--- config.mk ---
export PLATFORM = sky130hd
export DESIGN_NAME = if_stage_ibuf
export DESIGN_NICKNAME = d
export VERILOG_FILES = /design/src/rtl/if_stage_ibuf.sv
export SDC_FILE = /design/constraint.sdc
export NUM_CORES = 1
export LEC_CHECK = 0
export CAP_MARGIN = 20
export CORE_MARGIN = 3
export CORE_UTILIZATION = 55
export CTS_BUF_LIST = sky130_fd_sc_hd__clkbuf_8
export CTS_CLUSTER_SIZE = 20
export DETAILED_ROUTE_END_ITERATION = 10
export PLACE_DENSITY = 0.81
export SYNTH_ARGS = -nofsm -noshare
export SYNTH_HDL_FRONTEND = slang
export SYNTH_SLANG_ARGS = --single-unit
export TNS_END_PERCENT = 5
--- constraint.sdc ---
create_clock -name clk -period 5.3 [get_ports clk]
set_input_delay 1.06 -clock clk [delete_from_list [all_inputs] [get_ports clk]]
set_output_delay 1.06 -clock clk [all_outputs]
set_load 0.01 [all_outputs]
--- src/rtl/if_stage_ibuf.sv ---
// Fetch stage with an in-order instruction buffer on an SRAM-like
// req/addr_ok/data_ok port, keeping up to IBUF_DEPTH fetches in flight.
module if_stage_ibuf #(
  parameter logic [31:0] RESET_PC   = 32'hbfc00000,
  parameter logic [31:0] EX_ENTRY   = 32'hbfc00380,
  parameter int          IBUF_DEPTH = 4
) (
  input  logic        clk,
  input  logic        reset,
  input  logic        ds_allowin,
  input  logic        br_taken,
  input  logic [31:0] br_target,
  input  logic        eret_flush,
  input  logic [31:0] cp0_epc,
  input  logic        ws_ex,
  output logic        fs_to_ds_valid,
  output logic [63:0] fs_to_ds_bus,
  output logic        inst_sram_req,
  output logic        inst_sram_wr,
  output logic [1:0]  inst_sram_size,
  output logic [3:0]  inst_sram_wstrb,
  output logic [31:0] inst_sram_addr,
  output logic [31:0] inst_sram_wdata,
  input  logic        inst_sram_addr_ok,
  input  logic        inst_sram_data_ok,
  input  logic [31:0] inst_sram_rdata
);
  localparam int PW = $clog2(IBUF_DEPTH);
  localparam int DW = $clog2(IBUF_DEPTH + 1) + 1;
  localparam logic [PW:0]   PTR_ONE = (PW+1)'(1'b1);
  localparam logic [PW:0]   PTR_ZERO = {(PW+1){1'b0}};
  localparam logic [DW-1:0] DEPTH_D = DW'(IBUF_DEPTH);

  logic              req_r;
  logic [31:0]       addr_r;
  logic [31:0]       fetch_pc_r;
  logic              stale_r;
  logic [PW:0]       head_r;
  logic [PW:0]       fill_r;
  logic [PW:0]       tail_r;
  logic [DW-1:0]     discard_r;
  logic [31:0]       slot_pc_r   [IBUF_DEPTH];
  logic [31:0]       slot_inst_r [IBUF_DEPTH];
  logic [IBUF_DEPTH-1:0] slot_filled_r;

  logic              redirect_s;
  logic [31:0]       new_pc_s;
  logic              accept_s;
  logic              keep_s;
  logic              drop_s;
  logic [PW:0]       count_s;
  logic [PW:0]       inflight_s;
  logic [PW:0]       used_after_s;
  logic              room_after_s;
  logic              issue_s;
  logic              valid_s;
  logic              pop_s;
  logic [DW-1:0]     disc_nxt_s;
  logic [PW-1:0]     head_idx_s;
  logic [PW-1:0]     fill_idx_s;
  logic [PW-1:0]     tail_idx_s;

  // Redirect selection, handshakes, occupancy and discard bookkeeping
  always_comb begin
    redirect_s = ws_ex | eret_flush | br_taken;
    if (ws_ex) begin
      new_pc_s = EX_ENTRY;
    end else if (eret_flush) begin
      new_pc_s = cp0_epc;
    end else if (br_taken) begin
      new_pc_s = br_target;
    end else begin
      new_pc_s = fetch_pc_r;
    end
    head_idx_s   = head_r[PW-1:0];
    fill_idx_s   = fill_r[PW-1:0];
    tail_idx_s   = tail_r[PW-1:0];
    accept_s     = req_r & inst_sram_addr_ok;
    drop_s       = inst_sram_data_ok & (discard_r != {DW{1'b0}});
    keep_s       = inst_sram_data_ok & (discard_r == {DW{1'b0}});
    count_s      = tail_r - head_r;
    inflight_s   = tail_r - fill_r;
    valid_s      = slot_filled_r[head_idx_s] & (head_r != tail_r) & ~redirect_s;
    pop_s        = valid_s & ds_allowin;
    used_after_s = tail_r + PTR_ONE - head_r - {{PW{1'b0}}, pop_s};
    // Responses still owed to the discard counter occupy slots too, which
    // bounds the total number of fetches the memory can owe us.
    room_after_s = (DW'(used_after_s) + discard_r) < DEPTH_D;
    issue_s      = ~req_r & ((DW'(count_s) + discard_r) < DEPTH_D);
    // On a redirect every kept in-flight response becomes a discard, minus one
    // if it lands this very cycle, plus the request accepted this cycle.
    if (redirect_s) begin
      disc_nxt_s = discard_r + DW'(inflight_s) + DW'(accept_s) - DW'(keep_s) - DW'(drop_s);
    end else begin
      disc_nxt_s = discard_r + DW'(stale_r & accept_s) - DW'(drop_s);
    end
  end

  // Request, pointers, stale marker and discard counter
  always_ff @(posedge clk) begin
    if (reset) begin
      req_r         <= 1'b0;
      addr_r        <= RESET_PC;
      fetch_pc_r    <= RESET_PC;
      stale_r       <= 1'b0;
      head_r        <= PTR_ZERO;
      fill_r        <= PTR_ZERO;
      tail_r        <= PTR_ZERO;
      discard_r     <= {DW{1'b0}};
      slot_filled_r <= {IBUF_DEPTH{1'b0}};
    end else begin
      discard_r <= disc_nxt_s;
      if (redirect_s) begin
        head_r     <= PTR_ZERO;
        fill_r     <= PTR_ZERO;
        tail_r     <= PTR_ZERO;
        fetch_pc_r <= new_pc_s;
        if (req_r & ~inst_sram_addr_ok) begin
          stale_r <= 1'b1;
        end else begin
          req_r   <= 1'b0;
          stale_r <= 1'b0;
        end
      end else begin
        if (pop_s) begin
          head_r <= head_r + PTR_ONE;
        end
        if (keep_s) begin
          slot_filled_r[fill_idx_s] <= 1'b1;
          fill_r                    <= fill_r + PTR_ONE;
        end
        if (accept_s && stale_r) begin
          req_r   <= 1'b0;
          stale_r <= 1'b0;
        end else if (accept_s) begin
          slot_filled_r[tail_idx_s] <= 1'b0;
          tail_r     <= tail_r + PTR_ONE;
          fetch_pc_r <= addr_r + 32'd4;
          addr_r     <= addr_r + 32'd4;
          req_r      <= room_after_s;
        end else if (issue_s) begin
          req_r  <= 1'b1;
          addr_r <= fetch_pc_r;
        end
      end
    end
  end

  // Slot payloads; qualified by pointers and filled bits so no reset needed
  always_ff @(posedge clk) begin
    if (!redirect_s && accept_s && !stale_r) begin
      slot_pc_r[tail_idx_s] <= addr_r;
    end
    if (!redirect_s && keep_s) begin
      slot_inst_r[fill_idx_s] <= inst_sram_rdata;
    end
  end

  assign fs_to_ds_valid  = valid_s;
  assign fs_to_ds_bus    = {slot_inst_r[head_idx_s], slot_pc_r[head_idx_s]};
  assign inst_sram_req   = req_r;
  assign inst_sram_addr  = addr_r;
  assign inst_sram_wr    = 1'b0;
  assign inst_sram_size  = 2'b10;
  assign inst_sram_wstrb = 4'h0;
  assign inst_sram_wdata = 32'h0000_0000;

endmodule
# Yosys cells after proc, flatten, opt, wreduce, memory -nomap -nowiden
# Memory sizes are Yosys's and may differ from the RTL's. A register that Yosys moved wholly into a read port is not among the register bits.
# Index checks and enable logic that the tools add are counted.
# totals
ff_bits	83
ramBits	256
inputBits	104
output_inout_bits	137
word_cells	111
n_memories	2
# mem_list
memory	words	word_bits	rd	rd_clocked_by_memory_dff	wr	line_no	source
slot_inst_r	4	32	1	1	1	43	logic [31:0] slot_inst_r [IBUF_DEPTH];
slot_pc_r	4	32	1	1	1	42	logic [31:0] slot_pc_r [IBUF_DEPTH];
# op_classes
n_addsub	16
n_lt_le_gt_ge	7
n_eq_ne	4
n_mux	36
bitwise	18
reduce_logical	19
# ops
op	n
32-bit 2-to-1 mux	8
32-bit by 3-bit adder with 32-bit output (second input constant)	1
4-bit 2-to-1 mux	6
1-bit 2-to-1 mux	15
4-bit by 1-bit subtractor with 4-bit output	3
3-bit by 1-bit adder with 3-bit output (second input constant)	3
1-bit AND	9
2-bit by 3-bit less-than comparator with 1-bit output (second input constant)	3
3-bit subtractor	3
3-bit by 4-bit adder with 4-bit output	2
4-bit by 1-bit adder with 4-bit output	2
4-bit by 3-bit less-than comparator with 1-bit output (second input constant)	2
2-bit 2-to-1 mux	4
4-bit nonzero test	2
1-bit logical AND	6
3-bit AND reduction	2
2-bit nonzero test	3
4-bit by 3-bit adder with 4-bit output	1
4-bit AND	1
1-bit demux with 2-bit select	2
2-bit by 1-bit greater-or-equal comparator with 1-bit output (second input constant)	2
4-bit zero test	1
2-bit != test (second input constant)	2
4-bit != test (second input constant)	1
other kinds (10)	16

# Longest topological paths before layout
# Gate-level depths: netlist of the first run.
# logic_depth
ltp_word	11
mapped_depth	15
mapped_depth_nobuf	15

# Worst setup path after synthesis of the first run
# OpenSTA, ideal clock, no wires.
# synth_timing
path_type	input port to flip-flop
from	in ws_ex
to	reg req_r, in the netlist inst_sram_req
setup_time_ns	0.091
arrival_ns	3.678
required_ns	5.209
path_slack_ns	1.531
cell_stages	13
n_path_buf	1
path_cell_list	buf_2 -> nor3_1 -> o211a_1 -> nand2_1 -> inv_1 -> fa_1 -> fa_1 -> xnor2_1 -> xnor2_1 -> ha_1 -> o41ai_1 -> nand2_1 -> a311oi_1
# synth_via
elab_chain_len	11
elab_cells_between_ends	14
cone_classes	add/sub (2); order compare (1); eq/ne (1); mux (3); bitwise (5); reduce/logical (2)
# synth_rtl
item	line_no	source
start, declared	15	input logic ws_ex,
1-bit bitwise OR (2 in a row)	65	redirect_s = ws_ex | eret_flush | br_taken;
1-bit NOT (no source line)	-	
1-bit AND	83	valid_s = slot_filled_r[head_idx_s] & (head_r != tail_r) & ~redirect_s;
net fs_to_ds_valid	16	output logic fs_to_ds_valid,
1-bit AND	84	pop_s = valid_s & ds_allowin;
net pop_s	57	logic pop_s;
3-bit by 1-bit subtractor with 3-bit output	85	used_after_s = tail_r + PTR_ONE - head_r - {{PW{1'b0}}, pop_s};
3-bit by 4-bit adder with 4-bit output	88	room_after_s = (DW'(used_after_s) + discard_r) < DEPTH_D;
4-bit by 3-bit less-than comparator with 1-bit output	88	
1-bit 2-to-1 mux	135	end else if (accept_s) begin
1-bit 2-to-1 mux	132	if (accept_s && stale_r) begin
1-bit 2-to-1 mux	113	if (redirect_s) begin
end signal, assigned	140	req_r <= room_after_s;
end, declared	34	logic req_r;
# The timed path passes the listed nets, and every way through them passes these cells.
# A chain may end at the register's enable or synchronous reset.

==> results of run 1 <==
## layout by cell type, fill, tap and decap left out, drive strengths merged, types with 10 or more instances in the layout
cell and count:
nand4 12, o22ai 10, mux2 17, nor4 12, nor3 26, xor2 10, and3 14, nand3 18
buf 24, clkbuf 56, ha 29, nor2 60, edfxtp 256, a31oi 10, dfxtp 85, mux2i 16
or3 13, a21oi 54, clkdlybuf4s50 199, nand2 78, o21ai 37, o32ai 10, mux4 65, conb 39
clkinv 16, inv 49, xnor2 28
## cell usage after synthesis, types with 9 or more instances
library cell	instances	area, um2
ha_1	29	363
dfxtp_1	85	1700
edfxtp_1	256	7690
and3_1	14	87.6
clkbuf_1	51	191
mux2_2	17	191
mux4_2	65	1460
o22ai_1	10	62.6
xor2_1	10	87.6
mux2i_1	16	160
buf_4	41	308
a31oi_1	10	62.6
nand2_1	78	293
o21ai_0	33	165
or3_1	12	75.1
nand4_1	10	62.6
nor4_1	9	56.3
xnor2_1	28	245
nor2_1	58	218
nand3_1	18	90.1
a21oi_1	54	270
nor3_1	25	125
inv_1	30	113
buf_1	10	37.5
## per-layer routing
layer	share of wire [%]	wire length (um)
met3	8.1	2990
met1	40	14700
met2	48	17700
met5	0	0
met4	3.6	1330
## per-stage QoR
stage	cell area, um2	cells	power (mW)	hold WS [ps]	setup slack (ps)
floorplan	15600	1142	3.30	432	1530
global placement	17600	1624	3.46	437	935
detailed placement	17600	1624	3.47	455	834
CTS	18600	1720	5.56	463	1240
global route	18700	1722	5.74	493	1130
finish	18700	1722	5.54	461	1350
## kinds of logic after synthesis
family / after synthesis
xor gates and xnor gates: 38
adders and majority gates: 36
and+or+nand+nor: 253
other: 2
muxes: 98
DFF: 341
AOI/OAI and AO/OA: 193
buffers and inverters: 144
## area by class of cell
cell class                 instances  share of cell area, %
clock inverter                    40                   1.38
inverter                          31                  0.624
antenna                            2                 0.0268
tap                              372                   2.50
sequential                       341                   50.4
multi-input combinational        657                   29.2
clock buffer                      56                   4.13
timing repair buffer             223                   11.8
## critical path, cell delays in order (launching register included)
cell and delay [ps]:
dfxtp_4 910, buf_12 340, mux4_2 540, clkdlybuf4s50_1 530
## how the worst max path moves through the flow
stage / depth (start not counted) / from / endpoint
after global routing: 13 / ws_ex / inst_sram_req
after floorplan: 13 / ws_ex / inst_sram_req
after global placement: 13 / ws_ex / inst_sram_req
after detailed placement: 13 / ws_ex / inst_sram_req
after CTS: 3 / register / fs_to_ds_bus[46]
final: 3 / register / fs_to_ds_bus[46]
## flip-flops by register name, indices dropped and copies added, names as in the netlist, named ones only
register,flops
slot_inst_r,128
slot_pc_r,128
fetch_pc_r,32
inst_sram_addr,32
discard_r,4
slot_filled_r,4
fill_r,3
head_r,3
tail_r,3
inst_sram_req,1
stale_r,1
## report_power, final
group / leakage (nW) / switching [mW] / internal, mW
Sequential: 3.05 / 0.0545 / 2.90
Combinational: 2.84 / 0.242 / 0.228
Clock: 0.590 / 0.992 / 1.13
Total: 6.48 / 1.29 / 4.25
==> impl_metrics.py, run 1 <==
metrics = {
    "run_status": {
        "status": "finished clean",
    },
    "setup_path": {
        "start_kind": "register",
        "r2r_slack_ps": 1590,
        "reg2reg_depth": 14,
        "required_ps": 4240,
        "cp.arrival_ps": 2890,
        "timing.rr.start": "tail_r[0]",
        "timing.rr.end": "inst_sram_req",
        "criticalPathCategory": "register to primary output",
        "critPathMaxFanout": 38,
        "end_kind": "primary output",
    },
    "pwr": {
        "p_leak_nw": 6.48,
        "pwr_density_cell_mw_per_mm2": 297,
        "vdd_drop_max_mv": 0.158,
    },
    "worst_hold_path": {
        "min_from": "fetch_pc_r[0]",
        "whs_path_depth": 2,
        "hp-class": "register to register",
        "hold_path_end": "inst_sram_addr[0]",
    },
    "drt": {
        "drc": 0,
        "viasPerCell": 5.95,
        "ant_nets": 0,
        "wire_per_inst_um": 21.4,
        "vias": 10248,
        "wl_um": 36800,
        "dr.pass1.iters": 5,
        "drt_iter0_drc": 1190,
    },
    "final_layout": {
        "fillers": 1857,
        "areaGrowthSynthToFinish_pct": 21.0,
        "register_area_mm2": 0.00939,
        "final_util_pct": 68.4,
        "nets": 1445,
        "drive_above_1_share_pct": 15.6,
        "multiInputGateArea_mm2": 0.00545,
    },
    "global_route": {
        "grt_pass1_wl_um": 57200,
        "use_met3_pct": 3.92,
        "first_global_vias": 10233,
        "busiest_layer": "met2",
        "antenna_found_initial": 2,
        "met1_usage_pct": 32.6,
        "grt_overflow": 0,
        "track_usage_pct": 24.1,
        "grt_max_degree": 65,
        "met2_usage_pct": 39.2,
    },
    "floorplanning": {
        "start_util_pct": 56.6,
        "rows": 60,
        "die_h_um": 173,
        "io-pin-count": 241,
        "die_w_um": 173,
        "dieArea_mm2": 0.0301,
        "core_area_mm2": 0.0273,
    },
    "sta": {
        "setup_tns_ps": 0,
        "fin_crit_ps": 3950,
        "relSlewSlack_pct": 24.5,
        "min_period_over_period_pct": 74.5,
        "tightestPinTransition_ps": 1120,
        "rsz0062_at_grt": "false",
        "slew_viol_final": 0,
        "fmax_mhz": 253,
        "setup_viol": 0,
        "fin_skew_ps": 26.6,
        "hold_viol_final": 0,
    },
    "logic_synthesis": {
        "synthCells": 1105,
        "async_reset_ff_share_pct": 0,
        "synth_compound_area_share_pct": 8.70,
        "synthAdderAreaFrac_pct": 3.26,
        "synth_top_flop_cell": "edfxtp_1",
        "synth_area_mm2": 0.0154,
        "synthSimpleGateAreaFrac_pct": 8.41,
        "ys_types": 72,
        "ys_seq_area_share_pct": 60.9,
        "synth_top_family_by_area": "multiplexers",
        "syn_area_per_cell_um2": 13.9,
        "yosys_warnings": 0,
        "synth-edff-count": 256,
        "synth-xor-area-share_pct": 2.16,
        "ys_ff_latch": 341,
        "synthMuxAreaShare_pct": 11.8,
    },
    "clocking": {
        "h-tree-depth": 2,
        "clkTransAtPathRegs_ps": 70,
        "clock_path_buffers": 3,
        "cts_tree": "done",
        "cts_root_buffer": "clkbuf_8",
        "postCtsResizedCells": 0,
        "cts.sinks": 341,
        "cts_setup_buffers": 0,
        "numCtsBuffers": 51,
        "insertion_delay_ps": 580,
        "cts-hold-fix-buffers": 0,
    },
    "placed_design": {
        "port-buffer-count": 201,
        "dp_hpwl_um": 24000,
        "gp_congestion": 0.872,
    },
    "flow_run": {
        "drv_cap": 0,
    },
}
No activity file was read; power rests on OpenSTA's default activity.
==> inputs of run 2 (changes only) <==
==> constraint.sdc (replaced) <==
create_clock -name clk -period 4.04 [get_ports clk]
set_input_delay 0.808 -clock clk [delete_from_list [all_inputs] [get_ports clk]]
set_output_delay 0.808 -clock clk [all_outputs]
set_load 0.01 [all_outputs]
==> impl_metrics.py, run 2 (synthesis gave the netlist of run 1 again) <==
metrics = {
    "final_layout": {
        "reg_top3": "slot_inst_r x128, slot_pc_r x128",
        "final_area_mm2": 0.0188,
        "drive_above_1_share_pct": 16.4,
        "areaGrowthSynthToFinish_pct": 22.0,
        "mostFrequentLayoutCell": "edfxtp_1",
        "stdcell_count": 1738,
        "final_cell_mix": "256 x edfxtp_1, 199 x clkdlybuf4s50_1, 83 x dfxtp_1",
        "nets": 1464,
    },
    "pwr": {
        "vdd_drop_max_mv": 0.235,
        "pwr_density_cell_mw_per_mm2": 387,
        "p_leak_nw": 6.58,
    },
    "drt": {
        "viasPerCell": 5.91,
        "drc": 0,
        "dr.pass1.iters": 6,
        "drt_iter0_drc": 1057,
        "vias": 10273,
        "ant_nets": 0,
        "wl_um": 36600,
        "wire_per_inst_um": 21.0,
    },
    "placed_design": {
        "gp_congestion": 0.895,
        "dp_hpwl_um": 24700,
        "dp_cells": 1640,
        "port-buffer-count": 201,
        "placed_area_mm2": 0.0178,
    },
    "global_route": {
        "grt_max_degree": 64,
        "antenna_found_initial": 1,
        "use_met3_pct": 4.05,
        "track_usage_pct": 24.0,
        "busiest_layer": "met2",
        "grt_pass1_wl_um": 57400,
        "met1_usage_pct": 33.3,
        "first_global_vias": 10275,
        "met2_usage_pct": 38.6,
        "grt_overflow": 0,
    },
    "clocking": {
        "cts-hold-fix-buffers": 0,
        "cts_setup_buffers": 0,
        "cts.sinks": 341,
        "cts_tree": "done",
        "insertion_delay_ps": 580,
        "cts_root_buffer": "clkbuf_8",
        "h-tree-depth": 2,
        "numCtsBuffers": 54,
        "clkTransAtPathRegs_ps": 70,
        "postCtsResizedCells": 0,
        "clock_path_buffers": 3,
    },
    "floorplanning": {
        "dieArea_mm2": 0.0301,
        "core_area_mm2": 0.0273,
        "start_util_pct": 56.6,
        "die_w_um": 173,
        "rows": 60,
        "die_h_um": 173,
        "io-pin-count": 241,
    },
    "sta": {
        "hold_viol_final": 0,
        "tightestPinTransition_ps": 958,
        "relSlewSlack_pct": 36.0,
        "fmax_mhz": 281,
        "slew_viol_final": 0,
        "min_period_over_period_pct": 88.2,
        "whs_ps": 454,
        "rsz0062_at_grt": "false",
        "setup_tns_ps": 0,
        "setup_viol": 0,
        "fin_crit_ps": 3560,
        "fin_skew_ps": 23.6,
    },
    "setup_path": {
        "start_kind": "register",
        "cp.arrival_ps": 4050,
        "required_ps": 4530,
        "criticalPathCategory": "register to register",
        "critPathMaxFanout": 5,
        "end_kind": "register",
    },
    "worst_hold_path": {
        "hp-class": "register to register",
    },
    "flow_run": {
        "drv_cap": 0,
    },
    "run_status": {
        "status": "finished clean",
    },
}
## run 2: final cells by class
type | instances | area [um2]
clock buffer | 59 | 812
sequential | 341 | 9390
clock inverter | 38 | 219
multi-input combinational | 657 | 5450
antenna | 1 | 2.50
fill | 1888 | 8450
timing repair buffer | 239 | 2340
tap | 372 | 465
inverter | 31 | 116
## run 2: final timing paths
check,from,to,slack (ps),cells after the start
setup / recovery,tail_r[0],inst_sram_req,480,14
hold reg to reg,fetch_pc_r[0],inst_sram_addr[0],450,2
setup reg to reg,tail_r[0],inst_sram_req,480,14
hold / removal,fetch_pc_r[0],inst_sram_addr[0],450,2
## run 2: power by group
part           switching [mW]  internal [mW]
Combinational           0.324          0.308
Clock                    1.30           1.47
Sequential             0.0700           3.81
Total                    1.70           5.59
## run 2: per-layer routing
layer | wire length [um] | vias up
li1 | - | 4631
met1 | 14500 | 5034
met2 | 17800 | 526
met3 | 3080 | 82
met4 | 1190 | 0
met5 | 0 | -
## run 2: worst max-delay path: stages (launching register included)
cell and delay [ps]:
dfxtp_1 450, inv_1 160, ha_1 330, nand2_1 70, o211a_1 220, nand2_1 90
inv_1 50, fa_1 380, fa_1 410, xnor2_1 140, xnor2_1 140, ha_1 310
o41ai_1 400, nand2_1 90, a311oi_1 250
## run 2: per-stage QoR
stage	utilization, %	total power [mW]	setup WS, ps
global placement	65.2	4.55	264
finish	69.0	7.28	478
CTS	69.0	7.33	415
global route	69.0	7.57	153
floorplan	-	4.32	523
detailed placement	65.2	4.57	229
